**config.mk**
```make
export PLATFORM = sky130hd
export DESIGN_NAME = seq_generator_fsm
export DESIGN_NICKNAME = d
export VERILOG_FILES = /design/src/rtl/seq_pkg.sv /design/src/rtl/seq_bit_timer.sv /design/src/rtl/seq_generator_fsm.sv
export SDC_FILE = /design/constraint.sdc
export NUM_CORES = 1
export LEC_CHECK = 0
export CORE_MARGIN = 2
export CORE_UTILIZATION = 55
export CTS_BUF_LIST = sky130_fd_sc_hd__clkbuf_4 sky130_fd_sc_hd__clkbuf_8
export CTS_CLUSTER_DIAMETER = 30
export DETAILED_ROUTE_END_ITERATION = 8
export DONT_BUFFER_PORTS = 1
export PLACE_DENSITY = 0.69
export SLEW_MARGIN = 25
export SYNTH_ARGS = -nofsm -noshare
export SYNTH_HDL_FRONTEND = slang
export SYNTH_HIERARCHICAL = 1
export SYNTH_SLANG_ARGS = --single-unit
```
**constraint.sdc**
```tcl
create_clock -name system_clk -period 2.1 [get_ports system_clk]
set_input_delay 0.63 -clock system_clk [delete_from_list [all_inputs] [get_ports system_clk]]
set_output_delay 0.63 -clock system_clk [all_outputs]
set_load 0.01 [all_outputs]
```
**src/rtl/seq_pkg.sv**
```systemverilog
// Shared types and constants for the serial pattern generator.
// The state encoding here is also mirrored as plain localparams in the top module.
package seq_pkg;

  typedef enum logic [1:0] {
    IDLE = 2'd0,
    SEND = 2'd1,
    DONE = 2'd2
  } seq_state_e;

  localparam int DEF_PAT_W   = 8;
  localparam int DEF_CLK_DIV = 4;
  localparam int DEF_LEN_W   = 4;

  // A length is usable only if it selects at least one bit and fits the pattern.
  function automatic logic len_is_legal(input int unsigned len, input int unsigned pat_w);
    return (len >= 1) && (len <= pat_w);
  endfunction

endpackage

```
**src/rtl/seq_bit_timer.sv**
```systemverilog
// Bit-period divider: counts 0..CLK_DIV-1 while enabled.
// tick marks the last system clock of each serial bit.
module seq_bit_timer
  import seq_pkg::*;
#(
  parameter int CLK_DIV = DEF_CLK_DIV
) (
  input  logic system_clk,
  input  logic reset,
  input  logic clear,
  input  logic enable,
  output logic tick
);

  localparam int CW = (CLK_DIV > 1) ? $clog2(CLK_DIV) : 1;
  localparam logic [CW-1:0] LAST = CW'(CLK_DIV - 1);

  logic [CW-1:0] count;

  assign tick = (count == LAST);

  always_ff @(posedge system_clk or posedge reset) begin
    if (reset) begin
      count <= '0;
    end else if (clear) begin
      count <= '0;
    end else if (enable) begin
      if (tick) begin
        count <= '0;
      end else begin
        count <= count + CW'(1);
      end
    end
  end

endmodule

```
**src/rtl/seq_generator_fsm.sv**
```systemverilog
// Serial pattern transmitter: shifts a latched pattern out MSB first with a
// per-bit strobe, in single-shot or continuous-repeat mode with graceful stop.
module seq_generator_fsm
  import seq_pkg::*;
#(
  parameter int PAT_W   = DEF_PAT_W,
  parameter int CLK_DIV = DEF_CLK_DIV,
  parameter int LEN_W   = DEF_LEN_W
) (
  input  logic             system_clk,
  input  logic             reset,
  input  logic             start,
  input  logic [PAT_W-1:0] pattern,
  input  logic [LEN_W-1:0] len,
  input  logic             repeat_mode,
  input  logic             stop,
  output logic             x,
  output logic             bit_valid,
  output logic             busy,
  output logic             done
);

  localparam logic [1:0] ST_IDLE = IDLE;
  localparam logic [1:0] ST_SEND = SEND;
  localparam logic [1:0] ST_DONE = DONE;

  if (CLK_DIV < 1) begin : g_bad_clk_div
    $error("seq_generator_fsm: CLK_DIV must be at least 1");
  end
  if ((2 ** LEN_W) <= PAT_W) begin : g_bad_len_w
    $error("seq_generator_fsm: LEN_W too narrow to express PAT_W");
  end

  logic [1:0]       state;
  logic [PAT_W-1:0] shadow_pat;
  logic [LEN_W-1:0] shadow_len;
  logic [LEN_W-1:0] idx;
  logic             stop_flag;
  logic             tick;
  logic             start_ok;
  logic             last_bit;
  logic             x_bit;

  assign start_ok = start && len_is_legal(32'(len), PAT_W);
  assign last_bit = ({1'b0, idx} + (LEN_W + 1)'(1)) >= {1'b0, shadow_len};

  seq_bit_timer #(
    .CLK_DIV(CLK_DIV)
  ) u_timer (
    .system_clk(system_clk),
    .reset     (reset),
    .clear     (state != ST_SEND),
    .enable    (state == ST_SEND),
    .tick      (tick)
  );

  // A stop seen at any point in a bit period (including its final cycle) ends
  // the transmission once that bit has completed, overriding repeat.
  always_ff @(posedge system_clk or posedge reset) begin
    if (reset) begin
      state      <= ST_IDLE;
      shadow_pat <= '0;
      shadow_len <= '0;
      idx        <= '0;
      stop_flag  <= 1'b0;
    end else begin
      case (state)
        ST_IDLE: begin
          if (start_ok) begin
            shadow_pat <= pattern;
            shadow_len <= len;
            idx        <= '0;
            stop_flag  <= 1'b0;
            state      <= ST_SEND;
          end
        end
        ST_SEND: begin
          if (stop) begin
            stop_flag <= 1'b1;
          end
          if (tick) begin
            if (stop_flag || stop) begin
              state <= ST_DONE;
            end else if (!last_bit) begin
              idx <= idx + LEN_W'(1);
            end else if (repeat_mode) begin
              idx <= '0;
            end else begin
              state <= ST_DONE;
            end
          end
        end
        ST_DONE: state <= ST_IDLE;
        default: state <= ST_IDLE;
      endcase
    end
  end

  always_comb begin
    x_bit = 1'b0;
    for (int i = 0; i < PAT_W; i++) begin
      if (idx == LEN_W'(PAT_W - 1 - i)) begin
        x_bit = shadow_pat[i];
      end
    end
  end

  assign x         = (state == ST_SEND) && x_bit;
  assign bit_valid = (state == ST_SEND) && tick;
  assign busy      = (state == ST_SEND);
  assign done      = (state == ST_DONE);

endmodule

```
# After elaboration in Yosys (flattened, before gate mapping)
# Index checks and enable logic that the tools add are counted.
# Widths: inputs -> output; s select.
# word_totals
regBits,21
latch_bits,0
mem_bits_rw,0
rom_bits,0
input_bits,17
out_inout_bits,4
wordCells,69
n_memories,0
# op_classes
n_addsub,3
n_mul,0
div_mod_pow,0
order_cmp,3
eq_ne,18
shift,0
mux,26
bitwise_logic,0
n_reduce_logical,13
# ops
cell,n
$mux 4,5
$eq 4x3->1 const B,4
$mux 2,8
$mux 1,10
$eq 4x2->1 const B,2
$pmux 4 s2,1
$ne 2x2->1 const B,3
$add 4x1->5 const B,1
$ge 5x4->1,1
$reduce_and 5->1,1
$add 4x1->4 const B,1
$eq 2x2->1 const B,2
$eq 4x1->1 const B,1
$ge 4x1->1 const B,1
$le 4x4->1 const B,1
$logic_and 1x1->1,4
$logic_not 4->1,1
$ne 2x1->1 const B,2
$pmux 2 s2,1
$reduce_and 4->1,1
$reduce_bool 2->1,2
$ne 3x1->1 const B,1
$ne 3x2->1 const B,1
$ne 3x3->1 const B,1
7 further kinds,7

# Depth between registers and ports, before layout
# Gate-level depths: netlist (run 1).
# logic_depth
depth_word,10
depth_mapped,9
mapped_depth_nobuf,8

# Cells and area by module
# Netlist (run 1), hierarchy kept.
# modules_own_cells
module,instances,cells_each,area_each_um2,seq_area_each_um2
seq_generator_fsm,1,98,1126.1,475.5
seq_bit_timer,1,9,103.8,50.0

# Least setup slack after synthesis (run 1)
# Ideal clock, no wire load.
# synth_path
path_kind,flip-flop to output port
startpoint,reg idx[0]
endpoint,out x
arrival_ns,1.779
setup_slack_ns,-0.309
stages_incl_launch_ff,7
n_path_buf,0
path_cell_list,dfrtp_1 -> inv_1 -> ha_1 -> o21ai_0 -> mux4_2 -> nor2_1 -> a2111oi_0
# synth_between
elab_chain_len,10
elab_cells_between_ends,17
cone_classes,eq/ne (7); mux (8); reduce/logical (2)
# synth_rtl
item,line_no,rtl
from (decl),seq_generator_fsm.sv:37,logic [LEN_W-1:0] idx;
from (signal assigned),seq_generator_fsm.sv:85,idx <= idx + LEN_W'(1);
$eq 4x3->1,seq_generator_fsm.sv:102,if (idx == LEN_W'(PAT_W - 1 - i)) begin
$mux 1 (7 in a row),seq_generator_fsm.sv:102,
$mux 1 *,seq_generator_fsm.sv:102,
$logic_and 1x1->1 *,seq_generator_fsm.sv:108,assign x = (state == ST_SEND) && x_bit;
to (decl),seq_generator_fsm.sv:17,"output logic x,"
# Mark *: on every way between the ends. The rest lies on a longest branch, timed or not.

# Final worst setup path (run 1)
# layout_path
startpoint,reg idx[1]
endpoint,out x
# The elaborated chain is that of the path after synthesis.

==> summary.txt, run 1 <==
Status
  • Outcome: finished with violations
  • Failing checks: negative setup slack

Clock tree
  • CTS sink count: 21
  • CTS tree: built
  • Clock Path Buffers: 2
  • Clock latency on the worst-skew pair: 0.30 ns
  • Reg clk slew, reported paths: 0.12 ns
  • CTS H-Tree Depth: 1
  • Post-CTS Hold Buffers: 0
  • Clock root buffer: clkbuf_4
  • CTS Buf Count: 3

Routing
  • # DRC: 0
  • 1st-iter DRT viols: 8
  • Drt first pass iters: 4
  • DRT Wirelength: 2320 um
  • Via density: 5.79
  • Detail Route Antenna Nets: 0
  • Average routed wire per standard cell: 15.7 um
  • DR vias: 857

Placement
  • Pre-CTS WS: -0.00664 ns
  • Cell Area, Placed: 1340 um2
  • GP Congestion: 0.815
  • Cell total after placement: 140
  • Hpwl dp: 1760 um
  • # port buffers: 0

Finish
  • Antenna diode count: 0
  • Finished Cell Area: 1440 um2
  • Share of cells above drive strength 1: 40.8%
  • Nets: 147
  • Area grow syn2layout: 17.3%
  • Number of fill cells: 166
  • Final cell count without fillers: 148

Yosys
  • Post-Syn Nets: 133
  • Synth Flop Type: dfrtp_1
  • Area contributors post-synth: dfrtp_1, mux2_2, ha_1, mux2i_1, inv_1
  • Area leader, netlist: dfrtp_1
  • Post-synthesis sequential area ratio: 42.7%
  • Top-area cell type share of the netlist area: 42.7%
  • Mapped Cells: 107
  • Synth top cells by count: dfrtp_1, mux2_2, ha_1, inv_1, nand2_1
  • Most frequent cell after synthesis: dfrtp_1
  • Yosys warning count: 6
  • Post-synth ARST share: 100%
  • Netlist cell types: 39
  • Synth Register Bits: 21
  • Avg Cell Area, Syn: 11.5 um2
  • Synth Cell Area: 1230 um2
  • Post-synth EDFFs: 0

Timing
  • RSZ-0062 raised after global routing: yes
  • Setup Skew: 0.000585 ns
  • Final worst slack: -0.308 ns
  • Max frequency: 415 MHz
  • Final setup fails: 5
  • Crit path time final: 2.41 ns
  • Worst-Margin Slew: 0.721 ns
  • Pins Over Slew Limit: 0
  • Slew margin rel.: 51.9%
  • Period utilization: 115%
  • Final Hold Viols: 0

Setup path
  • CP Launch Type: register
  • CP Data Arrival Time: 1.78 ns
  • Kind of critical path: reg -> out
  • Worst EP required: 1.47 ns
  • CP endpoint kind: output pin
  • CP max FO: 4
  • Worst r2r path cells: 8

Floorplan
  • Initial Util: 56.7%
  • Io pins: 21
  • Core area: 2170 um2
  • # rows: 17
  • Die height: 51.3 um
  • Die Wd: 51.3 um
  • Die ar.: 2630 um2

Global routing
  • Pin count of the biggest net entering global routing: 20
  • Antenna violations before repair: 0
  • Vias in the first global route: 824
  • First-pass GRT wire length: 3840 um
  • Gr usage total: 20.0%
  • Grt ovf: 0

Pwr
  • Pwr per Cell Area: 1220 nW/um2
  • Worst VDD drop: 804 uV
  • Leakage power figure: 0.638 nW

Job
  • Number of max-cap violations: 0

Hold path
  • Hold Path Class: in -> async
[layout make-up]
type / instances / area, um2 / area share [%]
repair buffers: 10 / 87.6 / 6.07
well taps: 28 / 35.0 / 2.43
clock inverters: 1 / 5.00 / 0.347
repair inverters: 1 / 5.00 / 0.347
inverters: 8 / 30.0 / 2.08
clock buffers: 3 / 22.5 / 1.56
multi-input cells: 76 / 731 / 50.7
flip-flops and latches: 21 / 527 / 36.5
[power by group]
group	switching, mW	internal (mW)
Combinational	0.436	0.442
Clock	0.123	0.0709
Sequential	0.114	0.570
[layer usage]
layer	wire, um	global-route usage (%)	vias to the layer above
met1	974	27.2	430
met2	1210	32.3	16
met3	119	3.51	2
met4	14	6.58	0
met5	0	0	-
li1	-	-	409
[cells by family after synthesis]
logic type               count (synthesis)  share of synthesized area [%]
buffers and inverters                   10                           3.76
flip-flops                              21                           42.7
XOR/XNOR                                 2                           1.42
AO/OA/AOI/OAI                           18                           10.4
AND/OR/NAND/NOR                         30                           16.1
multiplexers                            17                           16.5
adder cells (fa/ha/maj)                  9                           9.16
[worst max-delay path, cell delays in order (launching register included)]
cell	delay (ns)
dfrtp_2	0.46
inv_1	0.08
buf_4	0.14
ha_1	0.18
mux4_2	0.25
nor2_4	0.05
a2111oi_4	0.33
[stage by stage]
stage	TNS (ns)	power (mW)	hold WS, ns	utilization (%)
final	-0.881	1.76	0.0485	66.5
after global routing	-1.26	1.89	0.0421	66.5
after CTS	-0.296	1.70	0.0346	63.9
after detailed placement	-0.00878	1.48	0.381	61.5
after global placement	0	1.44	0.377	61.5
after floorplan	0	1.29	0.371	-
[path summary, 6_finish.rpt]
| check | startpoint | endpoint | slack (ns) |
|---|---|---|---|
| max in group asynchronous | reset | idx[1]$_DFFE_PP0P_ | 1.29 |
| max | idx[1]$_DFFE_PP0P_ | x | -0.31 |
| min | reset | u_timer/count[0]$_DFFE_PP0P_ | 0.05 |
| max reg2reg | idx[0]$_DFFE_PP0P_ | idx[2]$_DFFE_PP0P_ | -0.17 |
| min in group system_clk | len[3] | shadow_len[3]$_DFFE_PP0P_ | 0.46 |
| min reg2reg | shadow_pat[6]$_DFFE_PP0P_ | shadow_pat[6]$_DFFE_PP0P_ | 0.52 |
[repair_timing]
action	4_1_cts	5_1_grt
endpoints found under the setup margin	3	6
pin swaps	0	9
gates resized for setup	6	11
gates cloned	1	0
buffers inserted	0	3
[flip-flops by register name (all words and copies together) (netlist names)]
name	count
idx	4
shadow_len	4
shadow_pat	8
state	2
stop_flag	1
u_timer/count	2
[layout by cell type (no fill, tap or decap), types with 2 or more instances in the layout]
cell	count
a21oi_1	3
a21oi_2	2
and2_1	3
buf_4	9
clkbuf_4	3
dfrtp_1	20
ha_1	7
ha_4	2
inv_1	6
inv_2	2
mux2_2	12
mux2i_1	3
nand2_1	4
nand2_2	2
nand2b_1	3
nand4_1	2
nor2_1	3
nor2_4	2
nor2b_1	2
o211ai_1	2
o21ai_1	2
Note: power is estimated with default switching activity, not from simulation.
==> inputs of run 2 (changes only) <==
--- a/config.mk
+++ b/config.mk
@@ -17,3 +17,4 @@
 export SYNTH_HDL_FRONTEND = slang
 export SYNTH_HIERARCHICAL = 1
 export SYNTH_SLANG_ARGS = --single-unit
+export TNS_END_PERCENT = 10
==> run 2 against run 1 <==
Effect of this change: the run still ends with negative setup slack left; combinational power decreased by 1%; via count increased by 2.2%; sequential cell count unchanged; sequential share of layout area increased by 0.13 points; critical path depth unchanged; clock power increased by 2%; largest cell class unchanged; global-route usage decreased by 0.25 points; final area decreased by 0.35%; largest power group unchanged; non-clock buffer count unchanged; utilization decreased by 0.23 points; setup slack got worse by 0.0070 ns.
==> summary.txt, run 2 (synthesized netlist as in run 1, its figures left out) <==
Finish
  • Finished Cell Area: 1440 um2
  • Largest regs: shadow_pat (8), idx (4), shadow_len (4)
  • Biggest register: shadow_pat
  • Nets: 146
  • Max FFs per register: 8
  • Share of cells above drive strength 1: 40.3%
  • Most frequent cells in the layout: dfrtp_1, mux2_2, buf_4, ha_1, inv_1
  • Commonest non-fill, non-tap cell in the layout: dfrtp_1
  • Area grow syn2layout: 16.9%
  • Antenna diode count: 0
  • Number of fill cells: 165
  • Finished Core Util: 66.3%

Floorplan
  • Die Wd: 51.3 um
  • Initial Util: 56.7%
  • Die height: 51.3 um
  • Core area: 2170 um2
  • Die ar.: 2630 um2
  • # rows: 17
  • Io pins: 21

Global routing
  • Gr usage total: 19.7%
  • First-pass GRT wire length: 3780 um
  • Vias in the first global route: 817
  • Antenna violations before repair: 0
  • Grt ovf: 0
  • Pin count of the biggest net entering global routing: 20

Placement
  • GP Congestion: 0.815
  • Hpwl dp: 1760 um
  • # port buffers: 0
  • Cell Area, Placed: 1340 um2

Setup path
  • Crit-path cells: ha_4, nand2_1, o21ai_2, mux4_2, nor2_4, a2111oi_4
  • Slowest CP cell: dfrtp_2
  • Critical path origin: idx[1]$_DFFE_PP0P_
  • CP endpoint kind: output pin
  • Setup slack, reg-to-reg: -0.16 ns
  • Reg-to-reg startpoint: idx[0]$_DFFE_PP0P_
  • CP max FO: 4
  • Worst EP required: 1.47 ns
  • CP Data Arrival Time: 1.78 ns
  • CP Launch Type: register
  • Slowest Stage Delay on Critical Path: 0.48 ns
  • Kind of critical path: reg -> out

Timing
  • Setup Skew: 0.00131 ns
  • Period utilization: 115%
  • Worst-Margin Slew: 0.723 ns
  • Final worst slack: -0.315 ns
  • Pins Over Slew Limit: 0
  • Final setup fails: 5
  • Max frequency: 414 MHz
  • Final Hold Viols: 0
  • Final Hold Slack: 0.0402 ns
  • Crit path time final: 2.41 ns
  • RSZ-0062 raised after global routing: yes
  • Slew margin rel.: 51.7%

Routing
  • DR vias: 876
  • Drt first pass iters: 4
  • 1st-iter DRT viols: 7
  • Detail Route Antenna Nets: 0
  • # DRC: 0
  • Via density: 5.96
  • Average routed wire per standard cell: 15.8 um
  • DRT Wirelength: 2330 um

Job
  • Number of max-cap violations: 0

Clock tree
  • CTS sink count: 21
  • Clock latency on the worst-skew pair: 0.31 ns
  • CTS H-Tree Depth: 1
  • Reg clk slew, reported paths: 0.12 ns
  • CTS Buf Count: 3
  • Clock root buffer: clkbuf_4
  • Clock Path Buffers: 2
  • CTS tree: built

Hold path
  • Hold Path Class: in -> async

Status
  • Outcome: finished with violations
  • Failing checks: negative setup slack

Pwr
  • Leakage power figure: 0.638 nW
  • Worst VDD drop: 802 uV
  • Pwr per Cell Area: 1220 nW/um2
==> run 2: cell types whose count changed in the layout (fill, tap and decap cells not counted) <==
cell / change
clkinvlp_2: -1
o21ai_0: +1
o21ai_1: -1
==> run 2: path summary, 6_finish.rpt <==
path / to / cells after the start
setup / recovery: x / 6
hold / removal: u_timer/count[0]$_DFFE_PP0P_ / 1
setup reg to reg: idx[2]$_DFFE_PP0P_ / 8
hold reg to reg: shadow_pat[6]$_DFFE_PP0P_ / 1
max in group asynchronous: idx[1]$_DFFE_PP0P_ / 1
min in group system_clk: shadow_len[3]$_DFFE_PP0P_ / 2
==> run 2: layout make-up <==
type                    instances  area (um2)  area share, %
clock buffers                   3        22.5           1.57
inverters                       8        30.0           2.09
repair buffers                 10        87.6           6.09
well taps                      28        35.0           2.44
clock inverters                 1        5.00          0.348
multi-input cells              76         731           50.8
flip-flops and latches         21         527           36.6
==> run 2: power by group <==
part           total, mW  internal [mW]  leakage (nW)  switching, mW
Clock              0.198         0.0712        0.0177          0.127
Sequential         0.685          0.570         0.257          0.115
Combinational      0.866          0.438         0.363          0.428
==> run 2: repair_timing <==
action / CTS / global route
endpoints found under the setup margin: 3 / 6
resized for setup: 5 / 11
hold buffers: 0 / 0
pin swaps: 0 / 6
setup buffers: 0 / 3
cloned: 0 / 0
==> run 2: worst max-delay path: cells and delay by family, from the launching register on <==
family | cells | cell delay [ns]
mux | 1 | 0.48
fa+ha+maj | 1 | 0.19
simple gates | 2 | 0.22
compound gates | 2 | 0.11
flops | 1 | 0.48
==> run 2: metrics by stage <==
step / setup TNS [ns] / cells / total power [mW] / setup slack, ns
2_1_floorplan: 0 / 107 / 1.29 / 0.0159
3_3_place_gp: 0 / 140 / 1.44 / 0.0227
3_5_place_dp: -0.00878 / 140 / 1.48 / -0.00664
4_1_cts: -0.306 / 144 / 1.70 / -0.306
5_1_grt: -1.16 / 147 / 1.88 / -0.391
6_report: -0.751 / 147 / 1.75 / -0.315
==> run 2: layer usage <==
| layer | GRT usage (%) | share of wire, % |
|---|---|---|
| met5 | 0 | 0 |
| met4 | 6.58 | 2.1 |
| met1 | 26.4 | 42 |
| met2 | 32.3 | 51 |
| met3 | 3.51 | 4.7 |
==> inputs of run 3 (changes only) <==
--- a/config.mk
+++ b/config.mk
@@ -5,13 +5,14 @@
 export SDC_FILE = /design/constraint.sdc
 export NUM_CORES = 1
 export LEC_CHECK = 0
+export ABC_CLOCK_PERIOD_IN_PS = 2800
 export CORE_MARGIN = 2
 export CORE_UTILIZATION = 55
 export CTS_BUF_LIST = sky130_fd_sc_hd__clkbuf_4 sky130_fd_sc_hd__clkbuf_8
 export CTS_CLUSTER_DIAMETER = 30
 export DETAILED_ROUTE_END_ITERATION = 8
 export DONT_BUFFER_PORTS = 1
-export PLACE_DENSITY = 0.69
+export PLACE_DENSITY = 0.66
 export SLEW_MARGIN = 25
 export SYNTH_ARGS = -nofsm -noshare
 export SYNTH_HDL_FRONTEND = slang
==> constraint.sdc (replaced) <==
create_clock -name system_clk -period 2.8 [get_ports system_clk]
set_input_delay 0.84 -clock system_clk [delete_from_list [all_inputs] [get_ports system_clk]]
set_output_delay 0.84 -clock system_clk [all_outputs]
set_load 0.01 [all_outputs]
==> run 3 against run 2 <==
Effect of this change: the flow now finishes without violations; sequential share of layout area up 2.4 points; hold slack better by 0.21 ns; utilization down 3.9 points; clock power down 28%; count of clock-buffer cells in the layout unchanged; final area down 5.9%; via count down 7.2%; first-iteration DRC count unchanged; critical path type unchanged; critical endpoint unchanged.
==> summary.txt, run 3 (synthesized netlist as in run 1, its figures left out) <==
Finish
  • Largest regs: shadow_pat (8), idx (4), shadow_len (4)
  • Antenna diode count: 0
  • Area grow syn2layout: 9.97%
  • Share of cells above drive strength 1: 34.2%
  • Number of fill cells: 174
  • Biggest register: shadow_pat
  • Max FFs per register: 8
  • Commonest non-fill, non-tap cell in the layout: dfrtp_1
  • Most frequent cells in the layout: dfrtp_1, mux2_2, ha_1, inv_1
  • Nets: 141

Setup path
  • Critical path origin: idx[0]$_DFFE_PP0P_
  • Worst r2r path cells: 8
  • Setup slack, reg-to-reg: 0.49 ns
  • CP Launch Type: register
  • Worst reg2reg path endpoint: idx[2]$_DFFE_PP0P_
  • CP endpoint: x
  • Kind of critical path: reg -> out
  • CP endpoint kind: output pin
  • CP max FO: 4
  • CP Data Arrival Time: 1.94 ns
  • Reg-to-reg startpoint: idx[0]$_DFFE_PP0P_
  • Worst EP required: 1.96 ns

Pwr
  • Internal: 772 uW
  • Total power: 1.24 mW
  • Worst VDD drop: 567 uV
  • Pwr per Cell Area: 915 nW/um2
  • Switching Share: 37.6%
  • Switching pwr: 465 uW
  • Combinational power share: 46.0%
  • Leakage power figure: 0.601 nW
  • Power share of the clock group: 11.5%
  • Register share of total power: 42.6%

Timing
  • Final setup fails: 0
  • Crit path time final: 2.78 ns
  • Slew margin rel.: 54.3%
  • Max frequency: 359 MHz
  • Setup Skew: 0.00241 ns
  • Period utilization: 99.4%
  • Pins Over Slew Limit: 0
  • Final worst slack: 0.0156 ns
  • Worst-Margin Slew: 0.685 ns
  • Final Hold Viols: 0

Routing
  • 1st-iter DRT viols: 7
  • # DRC: 0
  • DR vias: 813
  • Average routed wire per standard cell: 15.3 um
  • Detail Route Antenna Nets: 0
  • Drt first pass iters: 5
  • Via density: 5.73
  • DRT Wirelength: 2180 um

Floorplan
  • Die ar.: 2630 um2
  • # rows: 17
  • Initial Util: 56.7%
  • Core area: 2170 um2
  • Die height: 51.3 um
  • Die Wd: 51.3 um
  • Io pins: 21

Placement
  • GP Congestion: 0.777
  • Pre-CTS WS: 0.148 ns
  • Hpwl dp: 1550 um
  • # port buffers: 0

Clock tree
  • CTS tree: built
  • Reg clk slew, reported paths: 0.11 ns
  • CTS Buf Count: 3
  • CTS sink count: 21
  • Clock Path Buffers: 2
  • CTS H-Tree Depth: 1
  • Clock root buffer: clkbuf_4
  • Clock latency on the worst-skew pair: 0.30 ns

Global routing
  • Vias in the first global route: 831
  • Grt ovf: 0
  • Antenna violations before repair: 0
  • Pin count of the biggest net entering global routing: 20
  • First-pass GRT wire length: 3600 um
  • Gr usage total: 18.8%

Job
  • Number of max-cap violations: 0

Status
  • Outcome: completed

Hold path
  • Hold Path Class: in -> async
run 3: cell types whose count changed in the layout (fill, tap and decap cells not counted), sizes merged:
cell,change
buf,-5
run 3: cell type report:
cell class / count / area (um2) / share of cell area, %
Inverter: 8 / 30.0 / 2.22
Sequential cell: 21 / 528 / 39.0
Timing Repair Buffer: 5 / 37.5 / 2.78
Tap cell: 28 / 35.0 / 2.59
Multi-Input combinational cell: 76 / 694 / 51.3
Clock inverter: 1 / 5.00 / 0.370
Clock buffer: 3 / 22.5 / 1.67
run 3: worst max-delay path, cell delays in order (launching register included):
cell and delay, ns:
dfrtp_2 0.44, inv_2 0.07, ha_4 0.17, nand2_2 0.06
o21ai_1 0.06, mux4_2 0.48, nor2_2 0.16, a2111oi_2 0.05
buf_4 0.15
run 3: stage by stage:
step	cell area (um2)	util (%)	hold WS, ns	cells	TNS, ns
after global routing	1350	62.3	0.245	142	-0.0494
after global placement	1260	57.9	0.490	134	0
after detailed placement	1260	57.9	0.491	134	0
after floorplan	1230	-	0.474	107	0
after CTS	1330	61.2	0.247	141	0
final	1350	62.3	0.255	142	0
run 3: worst min path at each step:
stage | end | slack (ns) | depth (start not counted)
floorplan | stop_flag$_DFFE_PP0P_ | 0.47 | 1
global placement | shadow_pat[3]$_DFFE_PP0P_ | 0.49 | 1
detailed placement | shadow_pat[2]$_DFFE_PP0P_ | 0.49 | 1
CTS | u_timer/count[0]$_DFFE_PP0P_ | 0.25 | 1
global route | u_timer/count[0]$_DFFE_PP0P_ | 0.24 | 1
finish | u_timer/count[0]$_DFFE_PP0P_ | 0.25 | 1
run 3: layer usage:
layer	vias to the layer above	track usage (%)	share of wire, %
li1	394	-	-
met2	16	31.0	48
met1	399	23.6	46
met3	4	6.43	4.4
met5	-	0	0
met4	0	5.26	1.4
run 3: timing repair:
| item | in CTS | in global routing |
|---|---|---|
| setup buffers | 3 | 1 |
| endpoints found under the setup margin | 1 | 1 |
| resized for setup | 7 | 6 |
| hold buffers | 0 | 0 |
| pin swaps | 0 | 3 |
run 3: power by group through the flow:
stage          registers [mW]  logic, mW  clock network [mW]
2_1_floorplan           0.482      0.442                   0
3_3_place_gp            0.520      0.500                   0
3_5_place_dp            0.523      0.512                   0
4_1_cts                 0.520      0.553               0.149
5_1_grt                 0.545      0.640               0.160
6_report                0.526      0.569               0.142
